## src/rtl/fetch_unit_pkg.sv

```systemverilog
// Processor-wide shared definitions used by the fetch, memory and decode stages.
package fetch_unit_pkg;

    // Default datapath widths shared across stages (256-word unified memory).
    localparam int DEF_ADDR_W = 8;
    localparam int DEF_DATA_W = 32;

    // Opcode field location inside an instruction word.
    localparam int OPC_HI = 31;
    localparam int OPC_LO = 26;

    // Opcode value that identifies a halt instruction.
    localparam logic [5:0] OPC_HALT = 6'h3F;

    // Fetch stage operating state.
    typedef enum logic {
        RUN  = 1'b0,
        HALT = 1'b1
    } fetch_state_t;

endpackage

```

## src/rtl/fetch_pc_sel.sv

```systemverilog
// Next-PC selection: branch redirect, hold, or sequential increment (wraps modulo 2^ADDR_W).
module fetch_pc_sel
    import fetch_unit_pkg::*;
#(
    parameter int ADDR_W = DEF_ADDR_W
) (
    input  logic [ADDR_W-1:0] pc,
    input  logic              branch_taken,
    input  logic [ADDR_W-1:0] branch_target,
    input  logic              hold,
    output logic [ADDR_W-1:0] next_pc
);

    // Redirect wins over hold; otherwise advance by one word.
    always_comb begin
        next_pc = pc + 1'b1;
        if (branch_taken) begin
            next_pc = branch_target;
        end else if (hold) begin
            next_pc = pc;
        end
    end

endmodule

```

## src/rtl/fetch_unit.sv

```systemverilog
// Instruction fetch stage: drives the memory address, captures the returned word into
// the instruction register, and handles branch flush, decode stall and HALT/resume.
module fetch_unit
    import fetch_unit_pkg::*;
#(
    parameter int              ADDR_W      = DEF_ADDR_W,
    parameter int              DATA_W      = DEF_DATA_W,
    parameter logic [ADDR_W-1:0] RESET_PC  = '0,
    parameter logic [5:0]      HALT_OPCODE = OPC_HALT
) (
    input  logic              clk,
    input  logic              rst,
    output logic [ADDR_W-1:0] pc,
    input  logic [DATA_W-1:0] inst,
    input  logic              stall,
    input  logic              branch_taken,
    input  logic [ADDR_W-1:0] branch_target,
    input  logic              resume,
    output logic [DATA_W-1:0] ir,
    output logic [ADDR_W-1:0] ir_pc,
    output logic              ir_valid,
    output logic              halted
);

    fetch_state_t      state_reg;
    logic [ADDR_W-1:0] pc_reg;
    logic [ADDR_W-1:0] pc_next;
    logic [DATA_W-1:0] ir_reg;
    logic [ADDR_W-1:0] ir_pc_reg;
    logic              ir_valid_reg;
    logic              pc_hold;
    logic              inst_is_halt;

    // PC holds while halted (no fetching) or while decode is stalled.
    assign pc_hold      = (state_reg == HALT) || stall;
    assign inst_is_halt = (inst[OPC_HI:OPC_LO] == HALT_OPCODE);

    fetch_pc_sel #(
        .ADDR_W(ADDR_W)
    ) u_pc_sel (
        .pc            (pc_reg),
        .branch_taken  (branch_taken),
        .branch_target (branch_target),
        .hold          (pc_hold),
        .next_pc       (pc_next)
    );

    // Fetch FSM, PC and instruction register; all outputs come straight from these flops.
    always_ff @(posedge clk or posedge rst) begin
        if (rst) begin
            state_reg    <= RUN;
            pc_reg       <= RESET_PC;
            ir_reg       <= '0;
            ir_pc_reg    <= '0;
            ir_valid_reg <= 1'b0;
        end else begin
            pc_reg <= pc_next;
            case (state_reg)
                RUN: begin
                    if (branch_taken) begin
                        // Flush the wrong-path word; a halt opcode on inst is discarded too.
                        ir_reg       <= '0;
                        ir_valid_reg <= 1'b0;
                    end else if (!stall) begin
                        ir_reg       <= inst;
                        ir_pc_reg    <= pc_reg;
                        ir_valid_reg <= 1'b1;
                        if (inst_is_halt) begin
                            state_reg <= HALT;
                        end
                    end
                end
                HALT: begin
                    // The halt word stays visible only until decode has taken it once.
                    if (branch_taken || !stall) begin
                        ir_valid_reg <= 1'b0;
                    end
                    // Resume only re-enables fetching; the first fetch happens next edge.
                    if (resume) begin
                        state_reg <= RUN;
                    end
                end
                default: begin
                    state_reg <= RUN;
                end
            endcase
        end
    end

    assign pc       = pc_reg;
    assign ir       = ir_reg;
    assign ir_pc    = ir_pc_reg;
    assign ir_valid = ir_valid_reg;
    assign halted   = (state_reg == HALT);

endmodule

```

## config.mk

```make
export PLATFORM = sky130hd
export DESIGN_NAME = fetch_unit
export DESIGN_NICKNAME = d
export VERILOG_FILES = /design/src/rtl/fetch_unit_pkg.sv /design/src/rtl/fetch_pc_sel.sv /design/src/rtl/fetch_unit.sv
export SDC_FILE = /design/constraint.sdc
export NUM_CORES = 1
export LEC_CHECK = 0
export BUFFER_PORTS_ARGS = -buffer_cell sky130_fd_sc_hd__clkbuf_2
export CORE_AREA = 2 2 73 75
export CTS_BUF_LIST = sky130_fd_sc_hd__clkbuf_8
export CTS_CLUSTER_SIZE = 40
export DETAILED_ROUTE_END_ITERATION = 7
export DIE_AREA = 0 0 75 77
export PLACE_DENSITY = 0.73
export SYNTH_ARGS = -nofsm -noshare
export SYNTH_HDL_FRONTEND = slang
export SYNTH_SLANG_ARGS = --single-unit
```

## constraint.sdc

```tcl
create_clock -name clk -period 3.2 [get_ports clk]
set_clock_uncertainty 0.2 [all_clocks]
set_input_delay 0 -clock clk [delete_from_list [all_inputs] [get_ports clk]]
set_output_delay 0 -clock clk [all_outputs]
set_load 0.01 [all_outputs]
```

==> reports/results.ini, run 1 <==
[finish]
synthToLayoutAreaGrowth_pct=60.78
utilization_pct=63.57
register_area_sq_um=1251
multi_input_area_sq_um=676.9
fillers=388
mostFrequentLayoutCells=clkbuf_2 (94), dlygate4sd3_1 (55), dfrtp_1 (50), a22o_1 (32), mux2_2 (8)
nets=342
mostFrequentLayoutCell=clkbuf_2
largest_register_ffs=32
drive_gt1_share_pct=38.72

[worst_setup_path]
crit_end=pc[3]
cp_top_family=simple AND/OR/NAND/NOR gates
cp.depth=4
crit_path_cell_trace=nor2_1 -> or4b_1 -> nand3_1 -> dlygate4sd3_1
r2r_start=halted
slowest_stage=dlygate4sd3_1
worst_r2r_path_depth=4
worstPathArrival_ns=2.23
path_buf_inv=1
crit_start=halted
crit_fanout=9
slowest_delay_ns=0.54
cp_data_required_time_ns=3.23
crit_path_start_kind=flip-flop
endpoint_kind=flip-flop
regToRegSetupSlack_ns=0.99
reg2reg_to=pc[3]
critical_path_class=flip-flop to flip-flop

[place]
place.gp.congestion=0.7936
place_ws_ns=1.334
post-dp-hpwl_um=3321
port_buffers=94

[floorplanning]
rows=26
fp.coreArea_sq_um=4977
fp.dieW_um=75
dieArea_sq_um=5775
die_h_um=77
initial_core_util_pct=39.54
io_pins=95

[synth]
syn-num-nets=192
synth_flop_cell=dfrtp_1
yosysTopAreaCell=dfrtp_1
synth-edff-count=0
synth_top_area_share_pct=63.57
ys_warn_count=0
avgSynthCellArea_sq_um=13.48
synthTopCellsByArea=dfrtp_1 (64%), a22o_1 (14%), mux2_2 (4.6%), or4_1 (1.5%), nand4bb_4 (1.4%)
synthCells=146
yosysUniqueCellTypes=28
ys_ff_latch=50
ys_async_sr_fraction_pct=100.0
ys_seq_area_share_pct=63.57
syn_area_sq_um=1968

[sta]
fmax_mhz=453.5
post-route-period-util_pct=68.91
fin_crit_ns=2.205
slew_viol_final=0
worst_pin_slew_ns=1.047
fin_tns_setup_ns=0
rsz0062_at_grt=false
finalWorstSetupSlack_ns=0.9948
relSlewSlack_pct=30.17
setup_viol=0
hold_violations=0

[power_and_ir_drop]
fin_total_pwr_mw=1.400
power_leakage_nw=1.578
power.density_nw_per_um2=442.5
peakVddDrop_uv=233.6

[route]
drt-vias-per-instance=5.019
wl_per_cell_um=15.35
drc_errors=0
drtIter0Drc=89
totalWireLength_um=5649
ant_nets=0
num_vias=1847
first_pass_iters=4

[clocking]
post_cts_buffers=0
clk_latency_ns=0.30
cts_buffer_depth=2
cts_sinks=50
htreeDepth=2
clk_pin_slew_ns=0.09
root_buffer=clkbuf_8
cts_tree=built
cts_buffers=5

[global_route]
grt_pass1_vias=1866
grt_max_degree=51
grt_util_all_layers_pct=20.05
grt_pass1_wl_um=8852
overflow=0
antenna_found_initial=0

[hold_path]
min_path_type=input pin to flip-flop
min_path_cells=4

[run]
maxCapViolations=0

[run_status]
status=complete, no violations

-- final cells by class --
cell class / instances / share of cell area, %
repair buffers: 151 / 32.74
diodes: 1 / 0.07908
inverters: 4 / 0.4745
well taps: 70 / 2.768
clock buffers: 6 / 2.610
multi-input cells: 84 / 21.39
flip-flops and latches: 50 / 39.54
clock inverters: 2 / 0.3954
-- how the worst min path moves through the flow --
stage	start	end	slack, ns
2_1_floorplan	resume	halted	-0.10
3_3_place_gp	resume	halted	-0.005
3_5_place_dp	resume	halted	-0.01
4_1_cts	stall	pc[4]	0.05
5_1_grt	stall	pc[4]	0.12
6_report	stall	pc[4]	0.08
-- Yosys cell counts (2+ instances only) --
| cell | instances |
|---|---|
| a22o_1 | 32 |
| a31oi_1 | 2 |
| clkbuf_1 | 6 |
| dfrtp_1 | 50 |
| inv_1 | 4 |
| mux2_2 | 8 |
| nand2_1 | 7 |
| nand3_1 | 4 |
| nand4_1 | 2 |
| nor2_1 | 4 |
| o211ai_1 | 2 |
| o21ai_0 | 4 |
| o31ai_1 | 2 |
| or4_1 | 4 |
| xnor2_1 | 2 |
-- routing by layer --
layer / GRT usage, % / part of all wire [%] / up-vias
li1: - / - / 856
met2: 34.04 / 53 / 69
met5: 0 / 0 / -
met1: 24.44 / 40 / 908
met3: 4.468 / 4.8 / 14
met4: 7.143 / 2.2 / 0
-- worst min-delay path, stage by stage --
cell      delay, ns
clkbuf_2       0.19
or3b_1         0.15
or4_1          0.10
nand3_1        0.08
-- report_power, final --
part	switching, mW	internal, mW
logic	0.134	0.159
clock network	0.198	0.174
registers	0.0474	0.689
-- cells by family after synthesis --
family	count (synthesis)	share of synthesized area, %
AOI/OAI and AO/OA	45	18.50
xor gates and xnor gates	2	0.8902
adders and majority gates	1	0.6356
buffers and inverters	12	2.351
DFF	50	63.57
muxes	9	5.086
and+or+nand+nor	27	8.964
-- repair_timing --
action,CTS,global route
endpoints found under the hold margin,92,0
resized for setup,0,0
hold buffers,55,0
-- metrics by stage --
stage	hold slack, ns	std cells	area [sq um]
after floorplan	-0.1036	146	1968
after global placement	-0.005344	304	2516
after detailed placement	-0.01341	304	2516
after CTS	0.04940	367	3162
after global routing	0.1182	367	3162
final	0.07565	368	3164
Power figures use the tool's default switching activity.
==> run 2: changes to the inputs <==
==> constraint.sdc (replaced) <==
create_clock -name clk -period 2.04 [get_ports clk]
set_clock_uncertainty 0.2 [all_clocks]
set_input_delay 0 -clock clk [delete_from_list [all_inputs] [get_ports clk]]
set_output_delay 0 -clock clk [all_outputs]
set_load 0.01 [all_outputs]
==> reports/results.ini, run 2 (synthesis results as in run 1) <==
[finish]
fin_area_sq_um=3253
utilization_pct=65.36
mostFrequentLayoutCells=clkbuf_2 (94), dlygate4sd3_1 (55), dfrtp_1 (47), a22o_1 (32), mux2_2 (8)
mostFrequentLayoutCell=clkbuf_2
nets=347
synthToLayoutAreaGrowth_pct=65.29
drive_gt1_share_pct=41.06
diodes=0
stdcell_count=372
largest_register_ffs=32

[floorplanning]
rows=26
dieArea_sq_um=5775
io_pins=95
fp.dieW_um=75
initial_core_util_pct=39.54
fp.coreArea_sq_um=4977
die_h_um=77

[global_route]
overflow=0
grt_max_degree=33
grt_pass1_vias=1943
grt_util_all_layers_pct=21.11
grt_pass1_wl_um=9335
antenna_found_initial=0

[power_and_ir_drop]
power_leakage_nw=1.620
peakVddDrop_uv=447.3
power.density_nw_per_um2=754.3

[route]
first_pass_iters=4
drc_errors=0
num_vias=1812
drt-vias-per-instance=4.871
wl_per_cell_um=15.62
ant_nets=0
totalWireLength_um=5812
drtIter0Drc=118

[worst_setup_path]
cp_data_required_time_ns=2.01
worst_r2r_path_depth=5
path_buf_inv=4
regToRegSetupSlack_ns=0.12
slowest_delay_ns=0.57
r2r_start=pc[0]
cpMostUsedCell=dlygate4sd3_1
critical_path_class=input pin to flip-flop
crit_path_cell_trace=dlygate4sd3_1 -> clkbuf_2 -> nand2_1 -> dlygate4sd3_1 -> o21ai_0 -> dlygate4sd3_1
worstPathArrival_ns=1.91
endpoint_kind=flip-flop
cp_top_family=buffers and inverters
reg2reg_to=pc[2]
crit_path_start_kind=input pin
slowest_stage=dlygate4sd3_1
crit_fanout=1

[sta]
relSlewSlack_pct=77.69
slew_viol_final=0
fin_crit_ns=1.932
worst_pin_slew_ns=0.3347
fmax_mhz=517.5
fin_tns_setup_ns=0
hold_violations=0
post-route-period-util_pct=94.72
rsz0062_at_grt=false
whs_ns=0.05014
setup_viol=0

[run_status]
status=complete, no violations

[place]
place.gp.congestion=0.7807
post-dp-hpwl_um=3554
dpl_cell_area_sq_um=2554
port_buffers=94
place_inst=309

[clocking]
clk_pin_slew_ns=0.09
cts_buffer_depth=2
cts_buffers=5
root_buffer=clkbuf_8
cts_tree=built
htreeDepth=2
clk_latency_ns=0.29
cts_sinks=50
post_cts_buffers=0

[hold_path]
min_path_type=input pin to flip-flop
min_path_cells=3
holdPathEnd=pc[3]
min-delay-start=branch_taken

[run]
maxCapViolations=0

run 2: cell count changes in the layout (fill, tap and decap cells not counted), sizes merged:
cell      previous run  this run
bufinv               0         2
clkinv               1         0
clkinvlp             1         0
buf                  2         7
diode                1         0
run 2: worst min-delay path: stages:
cell and delay, ns:
clkbuf_2 0.27, or4b_1 0.16, nand3_1 0.07
run 2: worst max-delay path by stage:
stage | slack [ns] | cells past startpoint | to | startpoint
2_1_floorplan | 0.37 | 3 | pc[4] | halted
3_3_place_gp | 0.34 | 3 | pc[4] | halted
3_5_place_dp | 0.33 | 3 | pc[4] | halted
4_1_cts | 0.07 | 5 | pc[2] | pc[0]
5_1_grt | 0.03 | 6 | pc[0] | branch_target[0]
6_report | 0.11 | 6 | pc[0] | branch_target[0]
run 2: through the flow:
step	worst slack (ns)	total power [mW]
after floorplan	0.3666	1.350
after global placement	0.3414	1.532
after detailed placement	0.3270	1.544
after CTS	0.06751	2.471
after global routing	0.03439	2.579
final	0.1076	2.454
run 2: routing by layer:
metal  vias to the layer above  GRT usage, %  wire, um
li1                        860             -         -
met3                        10         4.336       217
met5                         -             0         0
met4                         0         6.964       107
met2                        54         35.79      3076
met1                       888         26.31      2410
run 2: power by group:
group / leakage (nW) / internal (mW) / switching (mW)
clock: 0.0714 / 0.523 / 0.308
combinational: 0.910 / 0.256 / 0.214
sequential: 0.639 / 1.08 / 0.0720
run 2: cell type report:
cell class	count	area [sq um]
fill	375	1724
tap	70	87.58
multi-input combinational	84	679.4
clock buffer	6	82.58
sequential	50	1255
clock inverter	2	60.06
inverter	4	15.01
timing repair buffer	156	1074
run 2: what timing repair did:
| item | 4_1_cts | 5_1_grt |
|---|---|---|
| gates resized for setup | 0 | 4 |
| endpoints found under the hold margin | 92 | 0 |
| endpoints found under the setup margin | 0 | 3 |
| hold buffers | 55 | 0 |
